[src/rtl/alu_pkg.sv]
// Shared definitions for the SPI-to-ALU command sequencer: ALU op codes,
// sequencer state encoding and the response status tag.
package alu_pkg;

    localparam logic [3:0] OP_ADD = 4'd0;
    localparam logic [3:0] OP_SUB = 4'd1;
    localparam logic [3:0] OP_AND = 4'd2;
    localparam logic [3:0] OP_OR  = 4'd3;
    localparam logic [3:0] OP_XOR = 4'd4;
    localparam logic [3:0] OP_NOR = 4'd5;
    localparam logic [3:0] OP_SLL = 4'd6;
    localparam logic [3:0] OP_SRL = 4'd7;
    localparam logic [3:0] OP_SAR = 4'd8;

    localparam logic [3:0] STATUS_TAG = 4'h5;

    typedef enum logic [2:0] {
        IDLE,
        GET_A,
        GET_B,
        EXEC,
        RESP
    } seq_state_t;

endpackage

[src/rtl/seq_timeout_ctr.sv]
// Inter-byte idle counter: clears on request, counts enabled cycles and
// flags expiry on the TIMEOUT_CYCLES-th consecutive enabled cycle.
module seq_timeout_ctr #(
    parameter int unsigned TIMEOUT_CYCLES = 1024
) (
    input  logic clock,
    input  logic reset,
    input  logic clear,
    input  logic enable,
    output logic expired
);

    localparam int unsigned CW = $clog2(TIMEOUT_CYCLES);

    logic [CW-1:0] count;

    assign expired = enable && (count == CW'(TIMEOUT_CYCLES - 1));

    // Count idle cycles; restart after a clear or once expiry has fired
    always_ff @(posedge clock or posedge reset) begin
        if (reset) begin
            count <= '0;
        end else if (clear || expired) begin
            count <= '0;
        end else if (enable) begin
            count <= count + CW'(1);
        end
    end

endmodule

[src/rtl/alu_spi_sequencer.sv]
// Byte-level command sequencer between the SPI byte interface and the ALU:
// collects opcode + two 32-bit operands, runs one ALU cycle and returns a
// status byte followed by the 32-bit result, MSB first.
module alu_spi_sequencer
    import alu_pkg::*;
#(
    parameter logic [3:0]  SYNC_NIBBLE    = 4'hA,
    parameter logic [3:0]  MAX_OP         = 4'd8,
    parameter int unsigned TIMEOUT_CYCLES = 1024
) (
    input  logic        clock,
    input  logic        reset,
    input  logic        frame_abort,
    input  logic        rx_valid,
    input  logic [7:0]  rx_data,
    output logic        tx_valid,
    output logic [7:0]  tx_data,
    input  logic        tx_ready,
    output logic [31:0] alu_a,
    output logic [31:0] alu_b,
    output logic [3:0]  alu_op,
    input  logic [31:0] alu_result,
    input  logic        alu_zero,
    input  logic        alu_carry,
    input  logic        alu_overflow,
    output logic        busy,
    output logic        frame_err
);

    seq_state_t  state;
    logic [1:0]  byte_cnt;
    logic [2:0]  resp_idx;
    logic [3:0]  op_reg;
    logic [31:0] result_reg;
    logic [7:0]  status_reg;

    logic        illegal;
    logic [7:0]  status_next;
    logic [7:0]  next_byte;
    logic        tmo_clear;
    logic        tmo_enable;
    logic        tmo_expired;

    // Idle counting only matters while an operand is being collected
    always_comb begin
        tmo_enable = 1'b0;
        tmo_clear  = 1'b1;
        if (state == GET_A || state == GET_B) begin
            tmo_enable = !rx_valid;
            tmo_clear  = rx_valid;
        end
    end

    seq_timeout_ctr #(
        .TIMEOUT_CYCLES(TIMEOUT_CYCLES)
    ) u_timeout (
        .clock  (clock),
        .reset  (reset),
        .clear  (tmo_clear),
        .enable (tmo_enable),
        .expired(tmo_expired)
    );

    // Status byte for the current op; illegal ops suppress the ALU flags
    always_comb begin
        illegal     = (op_reg > MAX_OP);
        status_next = {STATUS_TAG, illegal, 3'b000};
        if (!illegal) begin
            status_next[2:0] = {alu_overflow, alu_carry, alu_zero};
        end
    end

    // Result byte that follows the one currently presented on tx_data
    always_comb begin
        case (resp_idx)
            3'd0:    next_byte = result_reg[31:24];
            3'd1:    next_byte = result_reg[23:16];
            3'd2:    next_byte = result_reg[15:8];
            default: next_byte = result_reg[7:0];
        endcase
    end

    // Framing FSM with operand shift registers and response streaming
    always_ff @(posedge clock or posedge reset) begin
        if (reset) begin
            state      <= IDLE;
            byte_cnt   <= '0;
            resp_idx   <= '0;
            op_reg     <= '0;
            result_reg <= '0;
            status_reg <= '0;
            alu_a      <= '0;
            alu_b      <= '0;
            alu_op     <= '0;
            tx_valid   <= 1'b0;
            tx_data    <= '0;
            busy       <= 1'b0;
            frame_err  <= 1'b0;
        end else begin
            frame_err <= 1'b0;
            if (frame_abort && state != IDLE) begin
                state     <= IDLE;
                tx_valid  <= 1'b0;
                busy      <= 1'b0;
                frame_err <= 1'b1;
            end else begin
                case (state)
                    IDLE: begin
                        if (rx_valid) begin
                            if (rx_data[7:4] == SYNC_NIBBLE) begin
                                op_reg   <= rx_data[3:0];
                                byte_cnt <= '0;
                                state    <= GET_A;
                                busy     <= 1'b1;
                            end else begin
                                frame_err <= 1'b1;
                            end
                        end
                    end
                    GET_A: begin
                        if (rx_valid) begin
                            alu_a    <= {alu_a[23:0], rx_data};
                            byte_cnt <= byte_cnt + 2'd1;
                            if (byte_cnt == 2'd3) begin
                                state <= GET_B;
                            end
                        end else if (tmo_expired) begin
                            state     <= IDLE;
                            busy      <= 1'b0;
                            frame_err <= 1'b1;
                        end
                    end
                    GET_B: begin
                        if (rx_valid) begin
                            alu_b    <= {alu_b[23:0], rx_data};
                            byte_cnt <= byte_cnt + 2'd1;
                            if (byte_cnt == 2'd3) begin
                                // op is presented together with the final operand byte
                                alu_op <= op_reg;
                                state  <= EXEC;
                            end
                        end else if (tmo_expired) begin
                            state     <= IDLE;
                            busy      <= 1'b0;
                            frame_err <= 1'b1;
                        end
                    end
                    EXEC: begin
                        if (rx_valid) begin
                            frame_err <= 1'b1;
                        end
                        result_reg <= illegal ? '0 : alu_result;
                        status_reg <= status_next;
                        tx_data    <= status_next;
                        tx_valid   <= 1'b1;
                        resp_idx   <= '0;
                        state      <= RESP;
                    end
                    RESP: begin
                        if (rx_valid) begin
                            frame_err <= 1'b1;
                        end
                        if (tx_valid && tx_ready) begin
                            if (resp_idx == 3'd4) begin
                                tx_valid <= 1'b0;
                                busy     <= 1'b0;
                                state    <= IDLE;
                            end else begin
                                tx_data  <= next_byte;
                                resp_idx <= resp_idx + 3'd1;
                            end
                        end
                    end
                    default: begin
                        state    <= IDLE;
                        tx_valid <= 1'b0;
                        busy     <= 1'b0;
                    end
                endcase
            end
        end
    end

endmodule

[config.mk]
export PLATFORM = sky130hd
export DESIGN_NAME = alu_spi_sequencer
export DESIGN_NICKNAME = d
export VERILOG_FILES = /design/src/rtl/alu_pkg.sv /design/src/rtl/seq_timeout_ctr.sv /design/src/rtl/alu_spi_sequencer.sv
export SDC_FILE = /design/constraint.sdc
export NUM_CORES = 1
export LEC_CHECK = 0
export ABC_AREA = 1
export CORE_MARGIN = 4
export CORE_UTILIZATION = 51
export CTS_CLUSTER_SIZE = 28
export DETAILED_ROUTE_END_ITERATION = 8
export GPL_ROUTABILITY_DRIVEN = 1
export PLACE_DENSITY = 0.79
export SLEW_MARGIN = 20
export SYNTH_ARGS = -nofsm -noshare
export SYNTH_HDL_FRONTEND = slang
export SYNTH_SLANG_ARGS = --single-unit
[constraint.sdc]
create_clock -name clock -period 6.2 [get_ports clock]
set_input_delay 1.24 -clock clock [delete_from_list [all_inputs] [get_ports clock]]
set_output_delay 1.24 -clock clock [all_outputs]
set_load 0.005 [all_outputs]
==> out/qor.txt, run 1 <==
Max stage delay on crit path -> 0.69 ns
Fmax -> 0.352 GHz
Yosys top cell area share -> 57.9%
Worst path arrival time -> 3.14 ns
Num rows -> 38
Synth area leader -> dfrtp_1
Worst R2R Path Depth -> 10
Routed vias -> 4782
Overall Global Routing Usage -> 22.7%
Number of remaining DRC errors -> 0
Area contributors post-synth -> dfrtp_1 (58%), nand2_1 (9.5%), o21ai_0 (6.4%), inv_1 (4.8%), nand3_1 (4.4%)
Primary FF master, synth -> dfrtp_1
Crit path kind -> in2reg
Starting Density -> 52.6%
Largest net degree at the start of global routing -> 85
HP Class -> reg2reg
Async SR Flop Fraction -> 100%
Worst r2r src -> state[2]
Status -> completed
Number of flops mapped to enable cells by yosys -> 0
Final #Nets -> 813
Core box area -> 10900 um^2
Global route overflow -> 0
Max_slew headroom -> 50.0%
Avg Inst Size Synth -> 9.07 um^2
First-pass GRT wire length -> 23.5 mm
Initial antenna violation count -> 0
Ys Warns -> 0
R2R Path End -> busy
Max-cap viol count -> 0
# port buffers -> 126
Setup TNS -> 0 ns
Post-Synthesis Cells -> 634
DR iter-0 viols -> 442
P_leak -> 3.72 nW
Final WL -> 14.2 mm
Required time of the critical path -> 6.50 ns
Final setup vio count -> 0
FF-to-FF setup slack -> 4.19 ns
Num CTS Buffers -> 17
Layout cell share with drive strength beyond 1 -> 7.90%
Root Buffer -> clkbuf_16
Postcts setup bufs -> 0
Setup Skew -> 0.00918 ns
Critical Path End Type -> flop
Startpoint types -> input pin
Pre-antenna DRT Iters -> 8
Worst Hold Path Cells -> 2
Period utilization -> 45.8%
RSZ-0062 raised after global routing -> no
Syn Nets -> 688
H-tree depth -> 4
Final ANT Viol Nets -> 0
Routed len/inst -> 15.6 um
CTS tree -> built
Commonest non-fill, non-tap cells in the layout -> nand2_1 (145), dfrtp_1 (133), clkdlybuf4s50_1 (126)
HP Start -> alu_a[27]
Chip height -> 114 um
Max Root-Sink Buffers -> 2
Distinct cell type count after synthesis -> 31
Die Footprint -> 13000 um^2
Hold Path Sink -> alu_a[27]
Area grow syn2layout -> 34.5%
Pwr Density -> 498 nW/um^2
#FFs+latches synth -> 133
Ant. Diodes -> 0
DP Cell Count -> 880
Register area share after synthesis -> 57.9%
Final RePlAce weighted congestion -> 0.876
Actual slew at the worst max-slew pin -> 0.750 ns
Final Hold Fails -> 0
Slowest stage cell on the critical path -> clkdlybuf4s50_1
Post-CTS sizing -> 0
Critical-path cell list -> clkdlybuf4s50_1 -> nand4_1 -> buf_4 -> nor2_1 -> mux2_2
Peak VDD IR -> 0.000297 V
Clk_lat worst skew -> 0.41 ns
Via density -> 5.24
HPWL Detailed -> 9.89 mm
Num Clock Sinks -> 133
Clock Pin Slew Worst Setup and Hold Paths -> 0.06 ns
Min cycle time layout -> 2.84 ns
Layout Cells excl Fill -> 912
Synthesized area -> 5750 um^2
CTS Hold Bufs -> 0
# IOs -> 127
CP max FO -> 57
Vias in the first global route -> 4866
Most common cell after layout, fill and taps aside -> nand2_1
Slew Viols, Final -> 0
Die W -> 114 um
## area by class of cell
| cell class | instances | area [um^2] |
|---|---|---|
| inverter | 75 | 287 |
| tap | 140 | 175 |
| timing repair buffer | 130 | 1290 |
| sequential | 133 | 3330 |
| multi-input combinational | 402 | 2020 |
| fill | 803 | 3210 |
| clock inverter | 14 | 198 |
| clock buffer | 18 | 429 |
## logic make-up after synthesis
kind of cell	Yosys count	share of synthesized area, %
buffers and inverters	99	7.10
and+or+nand+nor	268	20.7
adders and majority gates	6	1.31
muxes	12	2.35
AOI/OAI and AO/OA	113	10.2
DFF	133	57.9
xor gates and xnor gates	3	0.457
## power breakdown
| part | internal (W) | total, W | switching [W] |
|---|---|---|---|
| sequential | 0.00123 | 0.00148 | 0.000255 |
| combinational | 0.000659 | 0.00130 | 0.000643 |
| clock | 0.000678 | 0.00106 | 0.000387 |
| total | 0.00257 | 0.00385 | 0.00128 |
## synthesized netlist by cell type (all sizes together) (2+ instances only)
master / count
o21ai: 75
nand3: 50
o22ai: 8
inv: 75
buf: 19
dfrtp: 133
nand3b: 4
a31oi: 2
ha: 6
a21oi: 26
nand2: 149
nor3: 5
nor3b: 4
nor2: 51
mux2: 12
xor2: 2
clkbuf: 5
nand4: 5
## metal layers
metal	vias up	part of all wire (%)	GRT usage, %
li1	2294	-	-
met1	2260	42	28.8
met2	205	50	38.4
met3	23	6.8	5.50
met4	0	1.8	7.92
met5	-	0	0
## worst max-delay path by stage
stage,start,end,slack (ns),depth (start not counted)
after floorplan,reset,alu_a[0],1.41,1
after global placement,rx_valid,alu_op[2],3.01,5
after detailed placement,rx_valid,alu_op[1],2.94,5
after CTS,rx_valid,alu_op[1],3.35,5
after global routing,rx_valid,alu_op[2],3.23,5
final,rx_valid,alu_op[1],3.36,5
## critical path: cells and delay by family
kind / cells / cell delay (ns)
and+or+nand+nor: 2 / 0.51
muxes: 1 / 0.38
buffers and inverters: 2 / 0.99
## stage by stage
stage / util (%) / total power, W / setup slack [ns] / hold slack [ns] / area [um^2]
finish: 70.7 / 0.00385 / 3.36 / 0.484 / 7730
global route: 70.7 / 0.00409 / 3.23 / 0.514 / 7730
CTS: 70.7 / 0.00387 / 3.35 / 0.488 / 7730
detailed placement: 64.9 / 0.00278 / 2.94 / 0.468 / 7100
global placement: 64.9 / 0.00270 / 3.01 / 0.466 / 7100
floorplan: - / 0.00208 / 1.41 / 0.444 / 5750
(Power assumes the default switching activity.)
==> inputs of run 2 (changes only) <==
- clock period: 6.2 -> 2.83 ns (I/O delays scaled with it)
==> out/qor.txt, run 2 (synthesis gave the netlist of run 1 again) <==
Core Util, Final -> 71.2% (+0.49 points)
Max_slew headroom -> 35.6% (-14 points)
Num Clock Sinks -> 133 (unchanged)
Max Root-Sink Buffers -> 2 (unchanged)
Layout cell share with drive strength beyond 1 -> 8.14% (+0.24 points)
Vias in the first global route -> 4781 (-1.7%)
Largest net degree at the start of global routing -> 65 (-24%)
Min cycle time layout -> 1.92 ns
Num rows -> 38 (unchanged)
Root Buffer -> clkbuf_16
Final WL -> 14.1 mm (-1.2%)
Routed len/inst -> 15.4 um (-1.5%)
Pre-antenna DRT Iters -> 6 (-2)
Routed vias -> 4816 (+0.71%)
Via density -> 5.27 (+0.49%)
Fmax -> 0.521 GHz
Layout Cells excl Fill -> 914 (+0.22%)
Initial antenna violation count -> 0 (unchanged)
# fillers -> 811 (+1.0%)
Final Hold Fails -> 0 (unchanged)
Crit path kind -> reg2out
RSZ-0062 raised after global routing -> no
Chip height -> 114 um (unchanged)
Clk_lat worst skew -> 0.41 ns (about the same)
PnR worst setup slack -> 0.911 ns (-2.45 ns)
Peak VDD IR -> 0.000593 V (+100%)
Final RePlAce weighted congestion -> 0.855 (-2.4%)
Postcts setup bufs -> 0 (unchanged)
Final ANT Viol Nets -> 0 (unchanged)
CP max FO -> 3 (-95%)
Commonest non-fill, non-tap cells in the layout -> nand2_1 (145), dfrtp_1 (133), clkdlybuf4s50_1 (126)
Ant. Diodes -> 0 (unchanged)
Setup Slack @ Placement -> 0.512 ns (-2.43 ns)
Most common cell after layout, fill and taps aside -> nand2_1
Slowest stage cell on the critical path -> clkdlybuf4s50_1
Area grow syn2layout -> 35.4%
Post-route cell area -> 7780 um^2 (+0.70%)
Final #Nets -> 816 (+0.37%)
Top delay family on crit path -> buffers and inverters
Period utilization -> 67.8%
# IOs -> 127 (unchanged)
Starting Density -> 52.6% (unchanged)
Max-cap viol count -> 0 (unchanged)
DP Cell Count -> 883 (+0.34%)
Num CTS Buffers -> 17 (unchanged)
Post-DP Area -> 7160 um^2 (+0.86%)
Global route overflow -> 0 (unchanged)
CTS Hold Bufs -> 0 (unchanged)
Setup Skew -> 0.00489 ns (-0.00429 ns)
First-pass GRT wire length -> 23.2 mm (-1.0%)
Required time of the critical path -> 2.26 ns (-4.24 ns)
# port buffers -> 126 (unchanged)
H-tree depth -> 4 (unchanged)
Max stage delay on crit path -> 0.53 ns (-0.16 ns)
Startpoint types -> flop
Setup TNS -> 0 ns (unchanged)
Core box area -> 10900 um^2 (unchanged)
CTS tree -> built
P_leak -> 3.73 nW (+0.50%)
Die Footprint -> 13000 um^2 (unchanged)
Clock Pin Slew Worst Setup and Hold Paths -> 0.06 ns (about the same)
Final setup vio count -> 0 (unchanged)
Worst path arrival time -> 1.35 ns (-1.79 ns)
Critical-path cell list -> clkdlybuf4s50_1
Slew Viols, Final -> 0 (unchanged)
DR iter-0 viols -> 550 (+24%)
Post-CTS sizing -> 0 (unchanged)
Status -> completed
HP Class -> in2async
Die W -> 114 um (unchanged)
Number of remaining DRC errors -> 0 (unchanged)
HPWL Detailed -> 9.67 mm (-2.2%)
Overall Global Routing Usage -> 22.7% (-0.036 points)
Actual slew at the worst max-slew pin -> 0.966 ns (+0.216 ns)
Pwr Density -> 1080 nW/um^2 (+120%)
Critical Path End Type -> output pin
Buffers & Inverters on Critical Path -> 1 (-1)
run 2: cell types whose count changed in the layout (fill, tap and decap cells not counted), sizes merged:
cell / before / now
clkbuf: 18 / 19
clkinv: 3 / 4
clkinvlp: 2 / 4
inv: 80 / 75
buf: 4 / 7
run 2: cell type report:
cell class | count | area (um^2) | share of cell area [%]
clock buffers | 19 | 443 | 5.69
well taps | 140 | 175 | 2.25
clock inverters | 12 | 179 | 2.30
flip-flops and latches | 133 | 3330 | 42.8
repair buffers | 133 | 1350 | 17.4
multi-input cells | 402 | 2020 | 26.0
inverters | 75 | 285 | 3.67
run 2: final timing paths:
check | from | to | slack [ns] | depth (start not counted)
min in group clock | result_reg[14] | result_reg[14] | 0.48 | 2
worst min register to register | result_reg[14] | result_reg[14] | 0.48 | 2
worst min-delay path | reset | u_timeout.count[1] | 0.47 | 2
worst max-delay path | tx_valid | tx_valid | 0.91 | 1
max in group asynchronous | reset | result_reg[3] | 1.68 | 3
worst max register to register | resp_idx[0] | tx_data[1] | 0.95 | 9
run 2: per-stage QoR:
stage | hold WS (ns) | total power (W)
after floorplan | 0.444 | 0.00455
after global placement | 0.457 | 0.00593
after detailed placement | 0.469 | 0.00608
after CTS | 0.463 | 0.00846
after global routing | 0.474 | 0.00893
final | 0.465 | 0.00841
run 2: where the power goes:
part | internal [W] | total (W) | switching (W) | leakage [nW]
Clock | 0.00149 | 0.00232 | 0.000822 | 0.295
Combinational | 0.00146 | 0.00285 | 0.00139 | 1.77
Sequential | 0.00269 | 0.00324 | 0.000550 | 1.67
run 2: metal layers:
layer | up-vias | GRT usage (%) | share of wire (%)
met1 | 2285 | 28.7 | 41
met4 | 0 | 6.65 | 1.3
met2 | 212 | 38.4 | 49
li1 | 2301 | - | -
met3 | 18 | 6.29 | 8.0
met5 | - | 0 | 0
run 2: worst reg2reg max path: stages (launching register included):
cell and delay [ns]:
dfrtp_1 0.38, inv_1 0.11, ha_1 0.24, nand2_1 0.27, nand3_1 0.19, inv_1 0.25, nand2_1 0.10, nand3_1 0.10
nand3_1 0.10, nand2_1 0.08
